--- src/rtl/cpu_cmode_ctrl.sv ---
// rtl/cpu_cmode_ctrl.sv - CPU clock-mode change sequencer with host/debug arbitration
module cpu_cmode_ctrl #(
    parameter int MODE_W     = 2,
    parameter int DEF_MODE   = 0,
    parameter int GATE_CYC   = 4,
    parameter int SETTLE_MAX = 64
) (
    input  logic              sysclk,
    input  logic              rst,
    input  logic              req_a,
    input  logic [MODE_W-1:0] mode_a,
    output logic              ack_a,
    input  logic              req_b,
    input  logic [MODE_W-1:0] mode_b,
    output logic              ack_b,
    output logic              err,
    input  logic              lock,
    output logic [MODE_W-1:0] cmode,
    output logic              bclk_en,
    output logic              busy
);

    localparam int CMAX = (GATE_CYC > SETTLE_MAX) ? GATE_CYC : SETTLE_MAX;
    localparam int CW   = $clog2(CMAX) + 1;
    localparam logic [CW-1:0]     GATE_END   = CW'(GATE_CYC - 1);
    localparam logic [CW-1:0]     SETTLE_END = CW'(SETTLE_MAX - 1);
    localparam logic [CW-1:0]     CNT_SAT    = '1;
    localparam logic [MODE_W-1:0] DEF        = MODE_W'(DEF_MODE);

    typedef enum logic [2:0] {
        IDLE,
        GATE,
        SWITCH,
        SETTLE,
        UNGATE,
        ACK
    } state_t;

    state_t            state_q, state_d;
    logic [CW-1:0]     cnt_q, cnt_d, cnt_inc;
    logic [MODE_W-1:0] cmode_q, cmode_d;
    logic [MODE_W-1:0] target_q, target_d;
    logic [MODE_W-1:0] prev_q, prev_d;
    logic [MODE_W-1:0] sel_mode;
    logic              bclk_en_q, bclk_en_d;
    logic              ack_a_q, ack_a_d;
    logic              ack_b_q, ack_b_d;
    logic              err_q, err_d;
    logic              busy_q, busy_d;
    logic              owner_q, owner_d;
    logic              to_flag_q, to_flag_d;
    logic              hi_q, hi_d;
    logic              mask_q, mask_d;
    logic              req_a_ok, req_b_ok;

    always_ff @(posedge sysclk or posedge rst) begin
        if (rst) begin
            state_q   <= IDLE;
            cnt_q     <= '0;
            cmode_q   <= DEF;
            target_q  <= DEF;
            prev_q    <= DEF;
            bclk_en_q <= 1'b1;
            ack_a_q   <= 1'b0;
            ack_b_q   <= 1'b0;
            err_q     <= 1'b0;
            busy_q    <= 1'b0;
            owner_q   <= 1'b0;
            to_flag_q <= 1'b0;
            hi_q      <= 1'b0;
            mask_q    <= 1'b0;
        end else begin
            state_q   <= state_d;
            cnt_q     <= cnt_d;
            cmode_q   <= cmode_d;
            target_q  <= target_d;
            prev_q    <= prev_d;
            bclk_en_q <= bclk_en_d;
            ack_a_q   <= ack_a_d;
            ack_b_q   <= ack_b_d;
            err_q     <= err_d;
            busy_q    <= busy_d;
            owner_q   <= owner_d;
            to_flag_q <= to_flag_d;
            hi_q      <= hi_d;
            mask_q    <= mask_d;
        end
    end

    always_comb begin
        state_d   = state_q;
        cnt_d     = cnt_q;
        cmode_d   = cmode_q;
        target_d  = target_q;
        prev_d    = prev_q;
        bclk_en_d = bclk_en_q;
        ack_a_d   = 1'b0;
        ack_b_d   = 1'b0;
        err_d     = 1'b0;
        owner_d   = owner_q;
        to_flag_d = to_flag_q;
        hi_d      = hi_q;
        mask_d    = 1'b0;
        cnt_inc   = (cnt_q == CNT_SAT) ? cnt_q : cnt_q + 1'b1;
        // The just-acked owner may still hold req for one cycle; ignore it then.
        req_a_ok  = req_a & ~(mask_q & ~owner_q);
        req_b_ok  = req_b & ~(mask_q & owner_q);
        sel_mode  = req_b_ok ? mode_b : mode_a;

        case (state_q)
            IDLE: begin
                if (req_a_ok || req_b_ok) begin
                    owner_d  = req_b_ok;
                    target_d = sel_mode;
                    prev_d   = cmode_q;
                    cnt_d    = '0;
                    if (sel_mode == cmode_q) begin
                        state_d = ACK;
                        ack_a_d = ~req_b_ok;
                        ack_b_d = req_b_ok;
                    end else begin
                        state_d   = GATE;
                        bclk_en_d = 1'b0;
                    end
                end
            end
            GATE: begin
                // The SWITCH cycle is the last of the GATE_CYC gated cycles.
                cnt_d = cnt_inc;
                if (cnt_inc >= GATE_END) begin
                    state_d = SWITCH;
                end
            end
            SWITCH: begin
                cmode_d = target_q;
                cnt_d   = '0;
                hi_d    = 1'b0;
                state_d = SETTLE;
            end
            SETTLE: begin
                cnt_d = cnt_inc;
                if ((cnt_q != '0) && lock && hi_q) begin
                    state_d = UNGATE;
                    cnt_d   = '0;
                end else if (cnt_q >= SETTLE_END) begin
                    cmode_d   = prev_q;
                    to_flag_d = 1'b1;
                    state_d   = UNGATE;
                    cnt_d     = '0;
                end else begin
                    hi_d = (cnt_q != '0) && lock;
                end
            end
            UNGATE: begin
                cnt_d = cnt_inc;
                if (cnt_q >= GATE_END) begin
                    state_d   = ACK;
                    bclk_en_d = 1'b1;
                    ack_a_d   = ~owner_q;
                    ack_b_d   = owner_q;
                    err_d     = to_flag_q;
                end
            end
            ACK: begin
                to_flag_d = 1'b0;
                mask_d    = 1'b1;
                state_d   = IDLE;
            end
            default: begin
                state_d = IDLE;
            end
        endcase

        busy_d = (state_d != IDLE);
    end

    assign cmode   = cmode_q;
    assign bclk_en = bclk_en_q;
    assign ack_a   = ack_a_q;
    assign ack_b   = ack_b_q;
    assign err     = err_q;
    assign busy    = busy_q;

endmodule

--- config.mk ---
export PLATFORM = sky130hd
export DESIGN_NAME = cpu_cmode_ctrl
export DESIGN_NICKNAME = d
export VERILOG_FILES = /design/src/rtl/cpu_cmode_ctrl.sv
export SDC_FILE = /design/constraint.sdc
export NUM_CORES = 1
export LEC_CHECK = 0
export ABC_CLOCK_PERIOD_IN_PS = 2000
export BUFFER_PORTS_ARGS = -buffer_cell sky130_fd_sc_hd__buf_2
export CORE_MARGIN = 2
export CORE_UTILIZATION = 60
export CTS_BUF_LIST = sky130_fd_sc_hd__clkbuf_8
export DETAILED_ROUTE_END_ITERATION = 12
export HOLD_SLACK_MARGIN = 0.12
export PLACE_DENSITY = 0.81
export SLEW_MARGIN = 40
export SYNTH_ARGS = -nofsm -noshare
export SYNTH_HDL_FRONTEND = slang
export SYNTH_SLANG_ARGS = --single-unit
--- constraint.sdc ---
create_clock -name sysclk -period 2 [get_ports sysclk]
set_input_delay 0.2 -clock sysclk [delete_from_list [all_inputs] [get_ports sysclk]]
set_output_delay 0.2 -clock sysclk [all_outputs]
set_load 0.05 [all_outputs]
# Word-level counts from Yosys, hierarchy flattened
# Cells that the tools add are included.
# Widths: inputs -> output; s select.
word_totals:
  reg_bits: 25
  out_inout_bits: 7
op_classes:
  add_sub_neg: 1
  order_cmp: 3
  n_eq_ne: 13
  muxes: 37
  n_bitwise: 8
  n_reduce_logical: 17
op_table:
  columns: ["op", "count"]
  rows:
  - ["$mux 7", 4]
  - ["$pmux 7 s4", 1]
  - ["$mux 3", 6]
  - ["$mux 1", 16]
  - ["$pmux 3 s5", 1]
  - ["$ge 7x2->1 const B", 2]
  - ["$ne 2x2->1 const B", 6]
  - ["$pmux 1 s2", 5]
  - ["$reduce_and 3->1", 3]
  - ["$add 7x1->7 const B", 1]
  - ["$eq 7x7->1 const B", 1]
  - ["$ge 7x6->1 const B", 1]
  - ["$reduce_bool 7->1", 1]
  - ["$eq 3x2->1 const B", 2]
  - ["$eq 3x3->1 const B", 2]
  - ["$mux 2", 3]
  - ["$reduce_bool 2->1", 3]
  - ["$and 1x1->1", 4]
  - ["$not 1->1", 4]
  - ["$pmux 2 s2", 1]
  - ["$reduce_and 2->1", 2]
  - ["$reduce_and 4->1", 1]
  - ["$reduce_bool 4->1", 1]
  - ["$eq 3x1->1 const B", 1]
  - ["6 further kinds", 7]

# Logic depth before layout (Yosys ltp)
depth:
  depth_word: 9
  mapped_depth: 6
  ltp_nobuf: 6

# Least setup slack after synthesis
# No wires, ideal clock.
synth_path:
  path_type: "reg2reg"
  from: "reg cnt_q[0]"
  to: "reg state_q[2]"
  setup_ps: 126
  arrival_time_ps: 1665
  required_ps: 1874
  setup_slack_ps: 209
  path_stages_with_launch: 6
  n_path_buf: 0
  synth_period_minus_slack_ps: 1791
  cell_sequence: "dfrtp_1 > ha_1 > a21oi_1 > and2b_4 > or3_4 > a221o_1"
synth_via:
  elab_chain_len: 5
  elab_cells_between_ends: 14
  classes_between: "add/sub (1); order compare (3); eq/ne (1); mux (6); reduce/logical (3)"
synth_rtl:
  columns: ["element", "line", "text"]
  rows:
  - ["start: declaration", "40", "logic [CW-1:0] cnt_q, cnt_d, cnt_inc;"]
  - ["start signal: assignment", "74", "cnt_q <= cnt_d;"]
  - ["$add 7x1->7, or another cell as far along", "104", "cnt_inc = (cnt_q == CNT_SAT) ? cnt_q : cnt_q + 1'b1;"]
  - ["$mux 7 or $logic_and 1x1->1 (tied branches)", "104, 142", null]
  - ["$ge 7x2->1 or $logic_and 1x1->1 (tied branches)", "130, 142", null]
  - ["$mux 3 (on tied branches)", "130, 142", null]
  - ["$pmux 3 s5 *", "110", "case (state_q)"]
  - ["net state_d[2]", "39", "state_t state_q, state_d;"]
  - ["end signal: assignment", "73", "state_q <= state_d;"]
  - ["end: declaration", "39", null]
# The timed path passes the listed nets; every way through them passes the cells marked *.
# A chain may end at the register's enable or synchronous reset.

# Worst setup path after layout
layout_path:
  from: "reg cnt_q[0]"
  to: "reg state_q[1]"
# Same word-level chain as after synthesis.

==> results.py <==
metrics = {
    "cells_and_area": {
        "fin_cells": 199,
        "final_common_cell": "dfrtp_1",
        "antennaDiodeCount": 0,
        "fin_nets": 181,
        "most-common-layout-cells": "24 x dfrtp_1, 15 x buf_2, 13 x nand2_1, 12 x nand3_1, 7 x inv_1",
        "finalInstanceArea_um2": 1690,
        "final.fill_count": 212,
        "drive_above_1_share": 0.284,
        "area_growth_pct": 9.68,
    },
    "routing": {
        "antenna_left": 0,
        "drc": 0,
        "first_iter_violations": 16,
        "dr.pass1.iters": 4,
        "drt-total-wl_mm": 3.20,
        "wire_per_inst_um": 16.1,
        "vias_per_cell": 6.13,
        "via_count": 1219,
    },
    "global_routing": {
        "grt_start_max_net_pins": 26,
        "antenna_found_initial": 0,
        "grt_pass1_vias": 1183,
        "grt_pass1_wl_mm": 5.24,
        "grt.overflow.total": 0,
        "gr-usage-all-layers": 0.250,
    },
    "sta": {
        "whs_ns": 0.200,
        "tns_ns": 0,
        "hold_viol": 0,
        "min_period_ns": 1.83,
        "skew_ns": 0.00728,
        "setup_viol": 0,
        "relSlewSlack": 0.707,
        "rsz0062_at_grt": "false",
        "post-route-period-util": 0.917,
        "worst_pin_slew_ns": 0.439,
        "max_freq_mhz": 545,
        "slew_viol_final": 0,
    },
    "setup_path": {
        "crit_path_top_delay_cell": "dfrtp_1",
        "cp.required_ns": 2.17,
        "crit_fanout": 7,
        "crit_type": "reg2reg",
        "cp-end-kind": "flop",
        "max_stage_delay_ns": 0.44,
        "arrival_ns": 2.00,
        "crit_path_start_kind": "flop",
        "crit_top_cell": "nand3_1",
        "crit_chain": "ha_2 > nand3_1 > a31o_1 > o22ai_1 > nand3_1 > o311a_1",
    },
    "die": {
        "rows": 18,
        "fp.dieW_um": 54.6,
        "floorplan.initialDensity": 0.626,
        "core_region_area_um2": 2450,
        "die_y_um": 54.6,
        "pin_count": 16,
        "die_area_um2": 2980,
    },
    "placed_design": {
        "place_area_um2": 1620,
        "dpl.hpwl_mm": 2.46,
        "place.gp.congestion": 0.880,
        "dpl.cell_count": 194,
        "io_buffers": 15,
    },
    "pwr": {
        "pwr-share-comb": 0.483,
        "p_leak_nw": 0.759,
        "intPower_w": 0.00121,
        "swShare": 0.441,
        "power_frac_seq": 0.372,
        "p_sw_w": 0.000957,
        "max-vdd-ir-drop_mv": 0.816,
        "total_power_w": 0.00217,
        "power_density_nw_per_um2": 1290,
        "power.share.clock": 0.144,
    },
    "logic_synthesis": {
        "synth_area_leaders": "dfrtp_1 39%, nand3_1 3.9%, nand2_1 3.2%, a21oi_1 2.3%, buf_6 2.2%",
        "syn_area_um2": 1540,
        "yosys.area.top_type": "dfrtp_1",
        "ys_types": 58,
        "ys_ff_latch": 25,
        "synth-adder-area-share": 0.0163,
        "synthArstFlopShare": 1.00,
        "syn_avg_cell_area_um2": 10.1,
        "synth_mux_area_frac": 0.0342,
        "synth_edf_count": 0,
        "synth_top_area_share": 0.391,
        "syn_nets": 163,
        "seq_area_frac_synth": 0.408,
        "synthFlopType": "dfrtp_1",
        "synth_top_family_by_area": "simple AND/OR/NAND/NOR gates",
        "synth_simple_gate_area_frac": 0.236,
        "synth-xor-area-share": 0.0285,
        "ys_warn_count": 0,
        "syn_inst": 152,
        "synth-compound-area-share": 0.220,
    },
    "clock_tree": {
        "cts_tree": "built",
        "cts-root-buf": "clkbuf_8",
        "clk_latency_ns": 0.28,
        "clock_path_buffers": 2,
        "h-tree-depth": 1,
        "cts_sinks": 25,
        "clkTransAtPathRegs_ns": 0.10,
        "cts_buffers": 3,
    },
    "run": {
        "drv_cap": 0,
    },
    "min_path": {
        "hp-class": "in2reg",
    },
    "run_status": {
        "status": "completed",
    },
}
[power groups by stage]
stage	clock, W	sequential (W)	combinational (W)
final	0.000314	0.000808	0.00105
after floorplan	0	0.000874	0.000774
after global routing	0.000343	0.000833	0.00116
after CTS	0.000314	0.000803	0.00105
after global placement	0	0.000803	0.000998
after detailed placement	0	0.000812	0.00105
[per-layer routing]
| layer | track usage | wire length, um | share of wire |
|---|---|---|---|
| met1 | 0.273 | 1290 | 0.40 |
| met2 | 0.468 | 1700 | 0.53 |
| met3 | 0.0355 | 112 | 0.035 |
| met4 | 0.117 | 87 | 0.027 |
| met5 | 0 | 0 | 0 |
[cell type report]
type | instances | area [um2] | share of cell area
clock inverters | 1 | 7.51 | 0.00445
inverters | 8 | 30.0 | 0.0178
multi-input cells | 112 | 828 | 0.491
well taps | 30 | 37.5 | 0.0223
clock buffers | 3 | 41.3 | 0.0245
flip-flops and latches | 25 | 627 | 0.372
repair buffers | 20 | 115 | 0.0682
[final timing paths]
check                      startpoint    endpoint  slack [ns]  cells after the start
max reg2reg                  cnt_q[0]  state_q[1]        0.17                      6
min reg2reg                 to_flag_q         err        0.50                      1
min                              lock        hi_q        0.20                      3
max                          cnt_q[0]  state_q[1]        0.17                      6
min in group asynchronous         rst    cnt_q[2]        0.54                      4
max in group asynchronous         rst     bclk_en        1.16                      4
[repair_timing]
action                                 CTS  global route
gates resized for setup                  0             2
setup buffers                            0             0
endpoints found under the hold margin   24             0
hold buffers                             1             0
setup endpoints to repair                0             6
[synth_stat cells, types with 2 or more instances]
library cell and n:
dfrtp_1 24, nand2_1 13, nand3_1 12, a21oi_1 7, inv_1 7, o21ai_0 5, nand2b_1 4, nor2_1 4
and2_1 3, and3_1 3, buf_6 3, mux2i_1 3, nor3b_1 3, o21ai_1 3, xnor2_1 3, a21boi_2 2
a221o_1 2, buf_2 2, buf_4 2, ha_1 2, mux2_2 2, nand4_1 2, nor2_2 2, nor3_2 2
o21ba_2 2, o2bb2ai_1 2, xor2_1 2
[registers in the layout (all words and copies together) (netlist names), 2 cells and up]
register / flops
cnt_q: 7
state_q: 3
cmode: 2
prev_q: 2
target_q: 2
[per-stage QoR]
step | utilization | worst slack [ns]
2_1_floorplan | - | 0.209
3_5_place_dp | 0.661 | 0.105
6_report | 0.687 | 0.166
3_3_place_gp | 0.661 | 0.155
4_1_cts | 0.685 | 0.0891
5_1_grt | 0.687 | 0.0246
[worst max-delay path: cells and delay by family (launching register included)]
kind                       cells  cell delay (ns)
and+or+nand+nor                2             0.27
adders and majority gates      1             0.28
DFF                            1             0.44
AOI/OAI and AO/OA              3             0.74
[kinds of logic (layout without fill, tap and decap cells)]
group                    Yosys count  count (layout)
AND/OR/NAND/NOR                   60              60
AO/OA/AOI/OAI                     40              40
flip-flops                        25              25
buffers and inverters             15              32
XOR/XNOR                           5               5
multiplexers                       5               5
adder cells (fa/ha/maj)            2               2
Note: power is estimated with default switching activity, not from simulation.
